$ cat config.mk
export PLATFORM = sky130hd
export DESIGN_NAME = fifo_mem
export DESIGN_NICKNAME = d
export VERILOG_FILES = /design/src/rtl/fifo_mem.sv
export SDC_FILE = /design/constraint.sdc
export NUM_CORES = 1
export LEC_CHECK = 0
export BUFFER_PORTS_ARGS = -buffer_cell sky130_fd_sc_hd__buf_2
export CAP_MARGIN = 40
export CORE_MARGIN = 5
export CORE_UTILIZATION = 35
export DETAILED_ROUTE_END_ITERATION = 8
export GPL_ROUTABILITY_DRIVEN = 0
export REMOVE_ABC_BUFFERS = 1
export SYNTH_ARGS = -nofsm -noshare
export SYNTH_HDL_FRONTEND = slang
export SYNTH_SLANG_ARGS = --single-unit
export TNS_END_PERCENT = 50
$ cat constraint.sdc
create_clock -name CLK -period 4.4 [get_ports CLK]
set_input_delay 0 -clock CLK [delete_from_list [all_inputs] [get_ports CLK]]
set_output_delay 0 -clock CLK [all_outputs]
set_load 0.005 [all_outputs]
$ cat src/rtl/fifo_mem.sv
// Storage stage of the synchronous FIFO: circular buffer with registered read data,
// occupancy count, registered status flags and one-cycle overflow/underflow pulses.
module fifo_mem #(
   parameter int DATA_WIDTH = 8,
   parameter int DEPTH      = 16,
   parameter int AF_LEVEL   = DEPTH - 2,
   parameter int AE_LEVEL   = 2
) (
   input  logic                    CLK,
   input  logic                    nRST,
   input  logic                    mem_wr_en,
   input  logic [DATA_WIDTH-1:0]   mem_wr_data,
   input  logic                    mem_rd_en,
   output logic [DATA_WIDTH-1:0]   mem_rd_data,
   output logic                    mem_rd_valid,
   output logic                    mem_full,
   output logic                    mem_empty,
   output logic                    mem_almost_full,
   output logic                    mem_almost_empty,
   output logic                    mem_wr_err,
   output logic                    mem_rd_err,
   output logic [$clog2(DEPTH):0]  mem_count
);

   localparam int AW = $clog2(DEPTH);
   localparam int CW = AW + 1;

   localparam logic [CW-1:0] ONE_CNT  = CW'(1);
   localparam logic [CW-1:0] FULL_CNT = CW'(DEPTH);
   localparam logic [CW-1:0] AF_CNT   = CW'(AF_LEVEL);
   localparam logic [CW-1:0] AE_CNT   = CW'(AE_LEVEL);

   logic [DATA_WIDTH-1:0] mem_array_reg [DEPTH];

   logic [CW-1:0]         wr_ptr_reg, wr_ptr_next;
   logic [CW-1:0]         rd_ptr_reg, rd_ptr_next;
   logic [CW-1:0]         count_reg, count_next;
   logic [DATA_WIDTH-1:0] rd_data_reg;
   logic                  rd_valid_reg;
   logic                  wr_err_reg, rd_err_reg;
   logic                  full_reg, empty_reg;
   logic                  almost_full_reg, almost_empty_reg;
   logic                  wr_ok, rd_ok;
   logic [AW-1:0]         wr_idx, rd_idx;

   // Acceptance uses only registered flags, so no input reaches a status output combinationally.
   always_comb begin
      wr_ok       = mem_wr_en & ~full_reg;
      rd_ok       = mem_rd_en & ~empty_reg;
      wr_idx      = wr_ptr_reg[AW-1:0];
      rd_idx      = rd_ptr_reg[AW-1:0];
      wr_ptr_next = wr_ptr_reg;
      rd_ptr_next = rd_ptr_reg;
      count_next  = count_reg;
      if (wr_ok) begin
         wr_ptr_next = wr_ptr_reg + ONE_CNT;
      end
      if (rd_ok) begin
         rd_ptr_next = rd_ptr_reg + ONE_CNT;
      end
      unique case ({wr_ok, rd_ok})
         2'b10:   count_next = count_reg + ONE_CNT;
         2'b01:   count_next = count_reg - ONE_CNT;
         default: count_next = count_reg;
      endcase
   end

   // Storage is deliberately left out of reset so it maps onto block RAM.
   always_ff @(posedge CLK) begin
      if (wr_ok) begin
         mem_array_reg[wr_idx] <= mem_wr_data;
      end
   end

   always_ff @(posedge CLK or negedge nRST) begin
      if (!nRST) begin
         wr_ptr_reg       <= '0;
         rd_ptr_reg       <= '0;
         count_reg        <= '0;
         rd_data_reg      <= '0;
         rd_valid_reg     <= 1'b0;
         wr_err_reg       <= 1'b0;
         rd_err_reg       <= 1'b0;
         full_reg         <= 1'b0;
         empty_reg        <= 1'b1;
         almost_full_reg  <= 1'b0;
         almost_empty_reg <= 1'b1;
      end else begin
         wr_ptr_reg       <= wr_ptr_next;
         rd_ptr_reg       <= rd_ptr_next;
         count_reg        <= count_next;
         rd_valid_reg     <= rd_ok;
         wr_err_reg       <= mem_wr_en & full_reg;
         rd_err_reg       <= mem_rd_en & empty_reg;
         full_reg         <= (count_next == FULL_CNT);
         empty_reg        <= (count_next == '0);
         almost_full_reg  <= (count_next >= AF_CNT);
         almost_empty_reg <= (count_next <= AE_CNT);
         if (rd_ok) begin
            rd_data_reg <= mem_array_reg[rd_idx];
         end
      end
   end

   assign mem_rd_data      = rd_data_reg;
   assign mem_rd_valid     = rd_valid_reg;
   assign mem_full         = full_reg;
   assign mem_empty        = empty_reg;
   assign mem_almost_full  = almost_full_reg;
   assign mem_almost_empty = almost_empty_reg;
   assign mem_wr_err       = wr_err_reg;
   assign mem_rd_err       = rd_err_reg;
   assign mem_count        = count_reg;

endmodule

==> metrics.yaml, run 1 <==
routing:
  vias: 3182
  routed_wl_um: 12300
  dr.pass1.iters: 4
  viasPerCell: 4.97
  wl_per_cell_um: 19.1
  dr.first_iter.drc_count: 201
  drt.antenna.violating_nets: 0
  route.detailed.drc: 0
pwr:
  power_density_nw_per_um2: 657
  combPwrFrac_pct: 28.2
  worst_ir_drop_vdd_uv: 290
  pwr-share-clk_pct: 30.1
  power_mw: 4.92
  p_leak_nw: 2.68
  swShare_pct: 30.2
  p_int_mw: 3.44
  p_sw_mw: 1.49
  seq_power_share_pct: 41.7
logic_synthesis:
  yosysUniqueCellTypes: 41
  ys.flop_type: "edfxtp_1"
  muxShareOfSynthArea_pct: 14.9
  synth_adder_area_share_pct: 1.39
  yosysTopAreaCellShare_pct: 61.2
  synth.most_common_cell: "edfxtp_1"
  synth-seq-area-share_pct: 72.4
  avgSynthCellArea_um2: 18.8
  syn_inst: 334
  synth-edff-count: 128
  synthTopCellsByArea: "edfxtp_1 (61%), dfrtp_1 (10%), mux4_2 (9.0%)"
  synthArstFlopShare_pct: 17.9
  synth_seq_cells: 156
  synth-xor-area-share_pct: 1.77
  netlist_top_cells_count: "edfxtp_1 (128), nand2_1 (28), dfrtp_1 (26)"
  synth_simple_gate_area_share_pct: 4.60
  netlist_area_um2: 6280
  ys_warn_count: 0
  synth_top_family_by_area: "multiplexers"
  synth-compound-area-share_pct: 2.67
  synth_area_leader_cell: "edfxtp_1"
sta:
  clock_skew_ps: 7.35
  min_period_over_period_pct: 59.2
  fin_ws_ps: 1800
  worstMarginPinSlew_ps: 886
  slew_headroom_pct: 40.7
  fin_setup_tns_ps: 0
  hold_viol_final: 0
  hold_slack_ps: 158
  rsz0062_at_grt: "no"
  period_needed_ps: 2600
  setup_viol: 0
  drv_slew: 0
  fmax_mhz: 384
clocking:
  cts_htree_levels: 4
  cts.path.max_buffers: 2
  cts_tree: "built"
  root_buffer: "clkbuf_16"
  cts.sinks: 156
  numCtsBuffers: 17
  cts_setup_buffers: 0
  postCtsResizedCells: 0
  clk_transition_reported_paths_ps: 60
  clk_latency_ps: 420
floorplan:
  die_h_um: 144
  die_area_um2: 20700
  initial_core_util_pct: 35.2
  core_um2: 17800
  floorplan.rows: 49
  pin_count: 32
  die_width_um: 144
finish:
  n_fill_cell: 1581
  largest_reg_flops: 128
  diodes: 0
  area.growth.synth_to_final_pct: 19.2
  final_cells: 640
  final_core_util_pct: 42.0
  final_nets: 417
  drive_gt1_share_pct: 29.9
  final_cell_area_um2: 7490
placed_design:
  dp_slack_ps: 1820
  placed_cell_area_um2: 6780
  port_buffers: 31
  post-place-cells: 597
  dp_hpwl_um: 8180
critical_path:
  cp-end-kind: "flop"
  worst-r2r-cell-count: 10
  rr_endpoint: "mem_full$_DFF_PN0_"
  crit_fanout: 22
  critPathTopFamily: "simple AND/OR/NAND/NOR gates"
  worstPathRequired_ps: 4720
  startpoint: "mem_empty$_DFF_PN1_"
  critPathBufInv: 1
  path_class: "reg2reg"
  reg2reg_slack_ps: 1800
  cpMaxStageDelayCell: "dfstp_2"
  start_kind: "flop"
  r2r_start: "mem_empty$_DFF_PN1_"
  worstSetupPathDepth: 10
  slowest_delay_ps: 530
  setup.worst_path.end: "mem_full$_DFF_PN0_"
  path_cells: "nand2b_4 > inv_2 > nand2_1 > xnor2_1 > ha_1 > or3b_1 > nand4_1 > a21oi_1 > xor2_1 > nor4b_2"
  crit_arrival_ps: 2920
min_path:
  min_path_type: "in2async"
outcome:
  status: "complete, no violations"
grt:
  grt-ovfl-total: 0
  grt_antenna_before_repair: 0
  grt.total_usage_pct: 12.7
  grt_start_max_net_pins: 29
  grt_pass1_wl_um: 19200
  grt_pass1_vias: 3298
flow_run:
  drv_cap: 0
power by group through the flow:
stage	Combinational (mW)	Sequential [mW]	Clock (mW)
2_1_floorplan	0.837	2.12	0
3_3_place_gp	1.30	2.10	0
3_5_place_dp	1.41	2.08	0
4_1_cts	1.42	2.05	1.51
5_1_grt	1.53	2.08	1.57
6_report	1.39	2.05	1.48
per-layer routing:
metal  wire, µm  vias up  track usage [%]
li1           -     1442                -
met1       5460     1661             16.4
met2       6070       68             20.9
met3        597       11             3.79
met4        128        0             3.96
met5          0        -                0
layout by cell type, fill, tap and decap left out, drive strengths merged, types with 4 or more instances in the layout:
cell	synthesis	final
dlygate4sd3	0	11
dfrtp	26	26
clkinv	0	6
mux2i	7	7
buf	14	51
inv	7	10
o21ai	12	12
mux2	8	8
xnor2	9	9
nand2b	4	4
a21oi	8	8
nor3	6	6
ha	7	7
nor2	13	13
nand2	28	28
edfxtp	128	128
clkbuf	3	18
mux4	33	33
worst min path at each step:
stage               start                        end  slack (ps)  cells past startpoint
floorplan            nRST  mem_almost_full$_DFF_PN0_        -300                      0
global placement     nRST       mem_wr_err$_DFF_PN0_          50                      1
detailed placement   nRST       mem_wr_err$_DFF_PN0_          70                      1
CTS                  nRST     mem_count[4]$_DFF_PN0_         160                      2
global route         nRST     mem_count[4]$_DFF_PN0_         210                      2
finish               nRST     mem_count[4]$_DFF_PN0_         160                      2
final cells by class:
type                       instances  area [µm²]  area share (%)
multi-input combinational        154        1590            21.3
clock buffer                      18         429            5.73
timing repair buffer              62         435            5.82
inverter                           7        26.3           0.351
clock inverter                    14         169            2.26
sequential                       156        4550            60.7
tap                              229         287            3.83
kinds of logic (layout without fill, tap and decap cells):
family                   count (synthesis)  count (layout)
AO/OA/AOI/OAI                           28              28
AND/OR/NAND/NOR                         60              60
buffers and inverters                   24             101
adder cells (fa/ha/maj)                  7               7
XOR/XNOR                                11              11
flip-flops                             156             156
multiplexers                            48              48
repair_timing:
action / in CTS / in global routing
endpoints found under the hold margin: 159 / 0
hold buffers: 11 / 0
setup endpoints to repair: 0 / 0
Power figures use the tool's default switching activity.
==> run 2, diff against run 1 <==
==> constraint.sdc (replaced) <==
create_clock -name CLK -period 2.2 [get_ports CLK]
set_input_delay 0 -clock CLK [delete_from_list [all_inputs] [get_ports CLK]]
set_output_delay 0 -clock CLK [all_outputs]
set_load 0.005 [all_outputs]
==> metrics.yaml, run 2 (synthesis gave the netlist of run 1 again) <==
outcome:
  status: "complete, but fails checks"
  violations: "negative setup slack"
critical_path:
  path_class: "reg2reg"
  start_kind: "flop"
  reg2reg_slack_ps: -40
  crit_fanout: 5
  worst-r2r-cell-count: 10
  r2r_start: "mem_empty$_DFF_PN1_"
  worstPathRequired_ps: 2520
  cpMaxStageDelayCell: "dfstp_2"
  slowest_delay_ps: 520
  crit_arrival_ps: 2560
  cp-end-kind: "flop"
  path_cells: "nand2b_4 > inv_4 > nand2_4 > xnor2_2 > ha_2 > or3b_4 > nand4_1 > a21oi_2 > xor2_2 > nor4b_2"
  rr_endpoint: "mem_full$_DFF_PN0_"
pwr:
  worst_ir_drop_vdd_uv: 729
  power_mw: 9.87
  p_leak_nw: 2.78
  power_density_nw_per_um2: 1290
clocking:
  cts.path.max_buffers: 2
  clk_latency_ps: 420
  cts_tree: "built"
  cts.sinks: 156
  numCtsBuffers: 17
  cts_htree_levels: 4
  clk_transition_reported_paths_ps: 50
  root_buffer: "clkbuf_16"
sta:
  hold_slack_ps: 187
  min_period_over_period_pct: 102
  period_needed_ps: 2240
  clock_skew_ps: 8.98
  hold_viol_final: 0
  fin_ws_ps: -40.2
  rsz0062_at_grt: "yes"
  fmax_mhz: 446
  slew_headroom_pct: 51.4
  worstMarginPinSlew_ps: 729
  setup_viol: 1
  drv_slew: 0
floorplan:
  pin_count: 32
  die_width_um: 144
  die_area_um2: 20700
  core_um2: 17800
  floorplan.rows: 49
  initial_core_util_pct: 35.2
  die_h_um: 144
finish:
  area.growth.synth_to_final_pct: 22.0
  n_fill_cell: 1585
  final_cell_area_um2: 7660
  final_core_util_pct: 42.9
  largest_reg_flops: 128
  diodes: 0
  drive_gt1_share_pct: 34.2
  layout_commonest_cell: "edfxtp_1"
  final_nets: 436
  final_cell_mix: "edfxtp_1 (128), buf_4 (36), buf_2 (31), nand2_1 (27), dfrtp_1 (26)"
routing:
  viasPerCell: 4.95
  vias: 3263
  route.detailed.drc: 0
  drt.antenna.violating_nets: 0
  dr.pass1.iters: 4
  dr.first_iter.drc_count: 234
  wl_per_cell_um: 19.3
  routed_wl_um: 12700
grt:
  grt.total_usage_pct: 13.1
  grt_pass1_vias: 3493
  grt_antenna_before_repair: 0
  grt_pass1_wl_um: 19800
  grt-ovfl-total: 0
  grt_start_max_net_pins: 29
flow_run:
  drv_cap: 0
placed_design:
  placed_cell_area_um2: 6920
  port_buffers: 31
  dp_hpwl_um: 8200
min_path:
  min_path_type: "in2async"
-- run 2: changes by cell type in the layout (fill, tap and decap cells not counted), sizes merged --
cell      change
buf          +19
bufinv        -2
clkbuf        +9
clkinv        -4
clkinvlp      -2
inv           -1
-- run 2: cell type report --
type	instances	area (µm²)	area share, %
Sequential cell	156	4550	59.3
Multi-Input combinational cell	154	1650	21.5
Timing Repair Buffer	81	596	7.77
Clock buffer	27	503	6.56
Tap cell	229	287	3.74
Clock inverter	5	56.3	0.735
Inverter	7	28.8	0.376
-- run 2: worst max-delay path by stage --
stage	cells past startpoint	slack (ps)	start	to
6_report	10	-40	mem_empty$_DFF_PN1_	mem_full$_DFF_PN0_
5_1_grt	10	-150	mem_empty$_DFF_PN1_	mem_full$_DFF_PN0_
4_1_cts	10	-50	mem_empty$_DFF_PN1_	mem_full$_DFF_PN0_
3_5_place_dp	10	-140	mem_empty$_DFF_PN1_	mem_full$_DFF_PN0_
3_3_place_gp	10	-20	mem_empty$_DFF_PN1_	mem_empty$_DFF_PN1_
2_1_floorplan	10	-340	mem_full$_DFF_PN0_	mem_almost_empty$_DFF_PN1_
-- run 2: metrics by stage --
step           setup WS [ps]  instances  setup TNS (ps)
2_1_floorplan           -341        317           -1850
3_3_place_gp           -23.6        614           -55.8
3_5_place_dp            -140        614            -386
4_1_cts                -52.2        659           -52.2
5_1_grt                 -149        659            -326
6_report               -40.2        659           -40.2
-- run 2: worst max-delay path: cells and delay by family, from the launching register on --
family | cells | cell delay (ps)
and+or+nand+nor | 5 | 910
DFF | 1 | 520
xor gates and xnor gates | 2 | 380
adders and majority gates | 1 | 210
AOI/OAI and AO/OA | 1 | 80
buffers and inverters | 1 | 40
-- run 2: timing repair --
item,4_1_cts,5_1_grt
hold buffers,11,0
resized for setup,8,5
pin swaps,4,3
buffers inserted,2,0
endpoints found under the hold margin,156,0
endpoints found under the setup margin,4,5
-- run 2: report_power, final --
part           switching, mW  internal (mW)
sequential             0.292           3.70
combinational           1.57           1.54
clock                   1.08           1.68
total                   2.95           6.92
-- run 2: layer usage --
metal	track usage [%]	wire length (µm)
met3	3.43	717
met2	21.5	6340
met4	4.66	169
met1	17.0	5490
met5	0	0
==> run 3, diff against run 2 <==
--- a/config.mk
+++ b/config.mk
@@ -5,10 +5,11 @@
 export SDC_FILE = /design/constraint.sdc
 export NUM_CORES = 1
 export LEC_CHECK = 0
+export ABC_CLOCK_PERIOD_IN_PS = 2200
 export BUFFER_PORTS_ARGS = -buffer_cell sky130_fd_sc_hd__buf_2
 export CAP_MARGIN = 40
 export CORE_MARGIN = 5
-export CORE_UTILIZATION = 35
+export CORE_UTILIZATION = 45
 export DETAILED_ROUTE_END_ITERATION = 8
 export GPL_ROUTABILITY_DRIVEN = 0
 export REMOVE_ABC_BUFFERS = 1
==> metrics.yaml, run 3 (synthesis gave the netlist of run 1 again) <==
clocking:
  cts_htree_levels: 4
  clk_latency_ps: 420
  clk_transition_reported_paths_ps: 60
  cts.path.max_buffers: 2
  root_buffer: "clkbuf_16"
  cts.sinks: 156
  cts_tree: "built"
  numCtsBuffers: 17
sta:
  worstMarginPinSlew_ps: 706
  rsz0062_at_grt: "yes"
  drv_slew: 0
  clock_skew_ps: 9.74
  fmax_mhz: 447
  fin_setup_tns_ps: -78.2
  setup_viol: 3
  period_needed_ps: 2240
  min_period_over_period_pct: 102
  fin_ws_ps: -37.4
  hold_viol_final: 0
  slew_headroom_pct: 52.9
routing:
  viasPerCell: 5.35
  drt.antenna.violating_nets: 0
  dr.first_iter.drc_count: 218
  route.detailed.drc: 0
  dr.pass1.iters: 4
  wl_per_cell_um: 20.3
  vias: 3268
  routed_wl_um: 12400
finish:
  area.growth.synth_to_final_pct: 22.5
  n_fill_cell: 1091
  final_nets: 437
  final_cell_mix: "edfxtp_1 (128), buf_4 (37), buf_2 (31), nand2_1 (27), dfrtp_1 (26)"
  final_cell_area_um2: 7700
  diodes: 0
  largest_reg_flops: 128
  drive_gt1_share_pct: 35.7
  layout_commonest_cell: "edfxtp_1"
critical_path:
  cpMaxStageDelayCell: "dfstp_2"
  worstPathRequired_ps: 2520
  start_kind: "flop"
  path_cells: "nand2b_4 > inv_2 > nand2_4 > xnor2_2 > ha_2 > buf_4 > a21o_1 > o211ai_1 > a21oi_2 > xor2_2 > nor4b_4"
  path_class: "reg2reg"
  cp-end-kind: "flop"
  crit_fanout: 5
  slowest_delay_ps: 530
  crit_arrival_ps: 2560
  worst-r2r-cell-count: 11
floorplan:
  pin_count: 32
  core_um2: 13800
  die_h_um: 128
  floorplan.rows: 43
  die_area_um2: 16400
  die_width_um: 128
  initial_core_util_pct: 45.6
placed_design:
  placed_cell_area_um2: 6870
  port_buffers: 31
  dp_hpwl_um: 8040
  dp_slack_ps: -172
pwr:
  worst_ir_drop_vdd_uv: 496
  p_leak_nw: 2.82
  power_density_nw_per_um2: 1340
  power_mw: 10.3
outcome:
  status: "complete, but fails checks"
  violations: "negative setup slack"
grt:
  grt_pass1_vias: 3404
  grt-ovfl-total: 0
  grt.total_usage_pct: 16.5
  grt_pass1_wl_um: 19500
  grt_antenna_before_repair: 0
  grt_start_max_net_pins: 29
min_path:
  min_path_type: "in2async"
flow_run:
  drv_cap: 0
[run 3: cell types whose count changed in the layout (fill, tap and decap cells not counted), moves of 2 or more]
cell	before	now
clkinvlp_4	0	2
clkbuf_1	6	0
clkbuf_8	4	2
clkinv_4	0	4
bufinv_16	1	4
[run 3: repair_timing]
action / in CTS / in global routing
setup endpoints to repair: 4 / 4
hold buffers: 11 / 0
resized for setup: 6 / 7
setup buffers: 1 / 1
endpoints found under the hold margin: 156 / 0
pin swaps: 4 / 6
[run 3: worst paths after layout]
path                                                    to  slack (ps)                  startpoint
worst max-delay path                    mem_full$_DFF_PN0_         -40         mem_empty$_DFF_PN1_
worst min-delay path                mem_count[1]$_DFF_PN0_         170                        nRST
worst max register to register          mem_full$_DFF_PN0_         -40         mem_empty$_DFF_PN1_
worst min register to register  mem_rd_data[6]$_DFFE_PN0P_         470  mem_rd_data[6]$_DFFE_PN0P_
max in group asynchronous        rd_ptr_reg[1]$_DFFE_PN0P_        1580                        nRST
min in group CLK                      mem_wr_err$_DFF_PN0_         370                   mem_wr_en
[run 3: metrics by stage]
stage	hold slack, ps	instances	util [%]
floorplan	-296	317	-
global placement	88.0	566	49.8
detailed placement	98.6	566	49.8
CTS	185	610	55.6
global route	247	611	55.9
finish	166	611	55.9
[run 3: power breakdown]
group	switching [mW]	internal, mW	total, mW
clock network	1.14	1.96	3.11
registers	0.275	3.70	3.97
logic	1.64	1.59	3.23
[run 3: routing by layer]
layer / wire length [µm] / GRT usage (%) / vias up
met4: 263 / 7.18 / 0
met3: 518 / 4.00 / 23
li1: - / - / 1474
met5: 0 / 0 / -
met1: 5350 / 21.5 / 1676
met2: 6270 / 26.5 / 95
[run 3: final cells by class]
type / instances / area [µm²] / share of cell area (%)
sequential: 156 / 4550 / 59.1
multi-input combinational: 154 / 1650 / 21.5
timing repair buffer: 82 / 603 / 7.83
clock buffer: 19 / 453 / 5.88
tap: 180 / 225 / 2.93
clock inverter: 13 / 189 / 2.45
inverter: 7 / 26.3 / 0.341
[run 3: worst max-delay path: cells and delay by family, from the launching register on]
| family | cells | cell delay (ps) |
|---|---|---|
| simple gates | 3 | 430 |
| buf+inv | 2 | 160 |
| xor+xnor | 2 | 390 |
| compound gates | 3 | 440 |
| fa+ha+maj | 1 | 210 |
| flops | 1 | 530 |
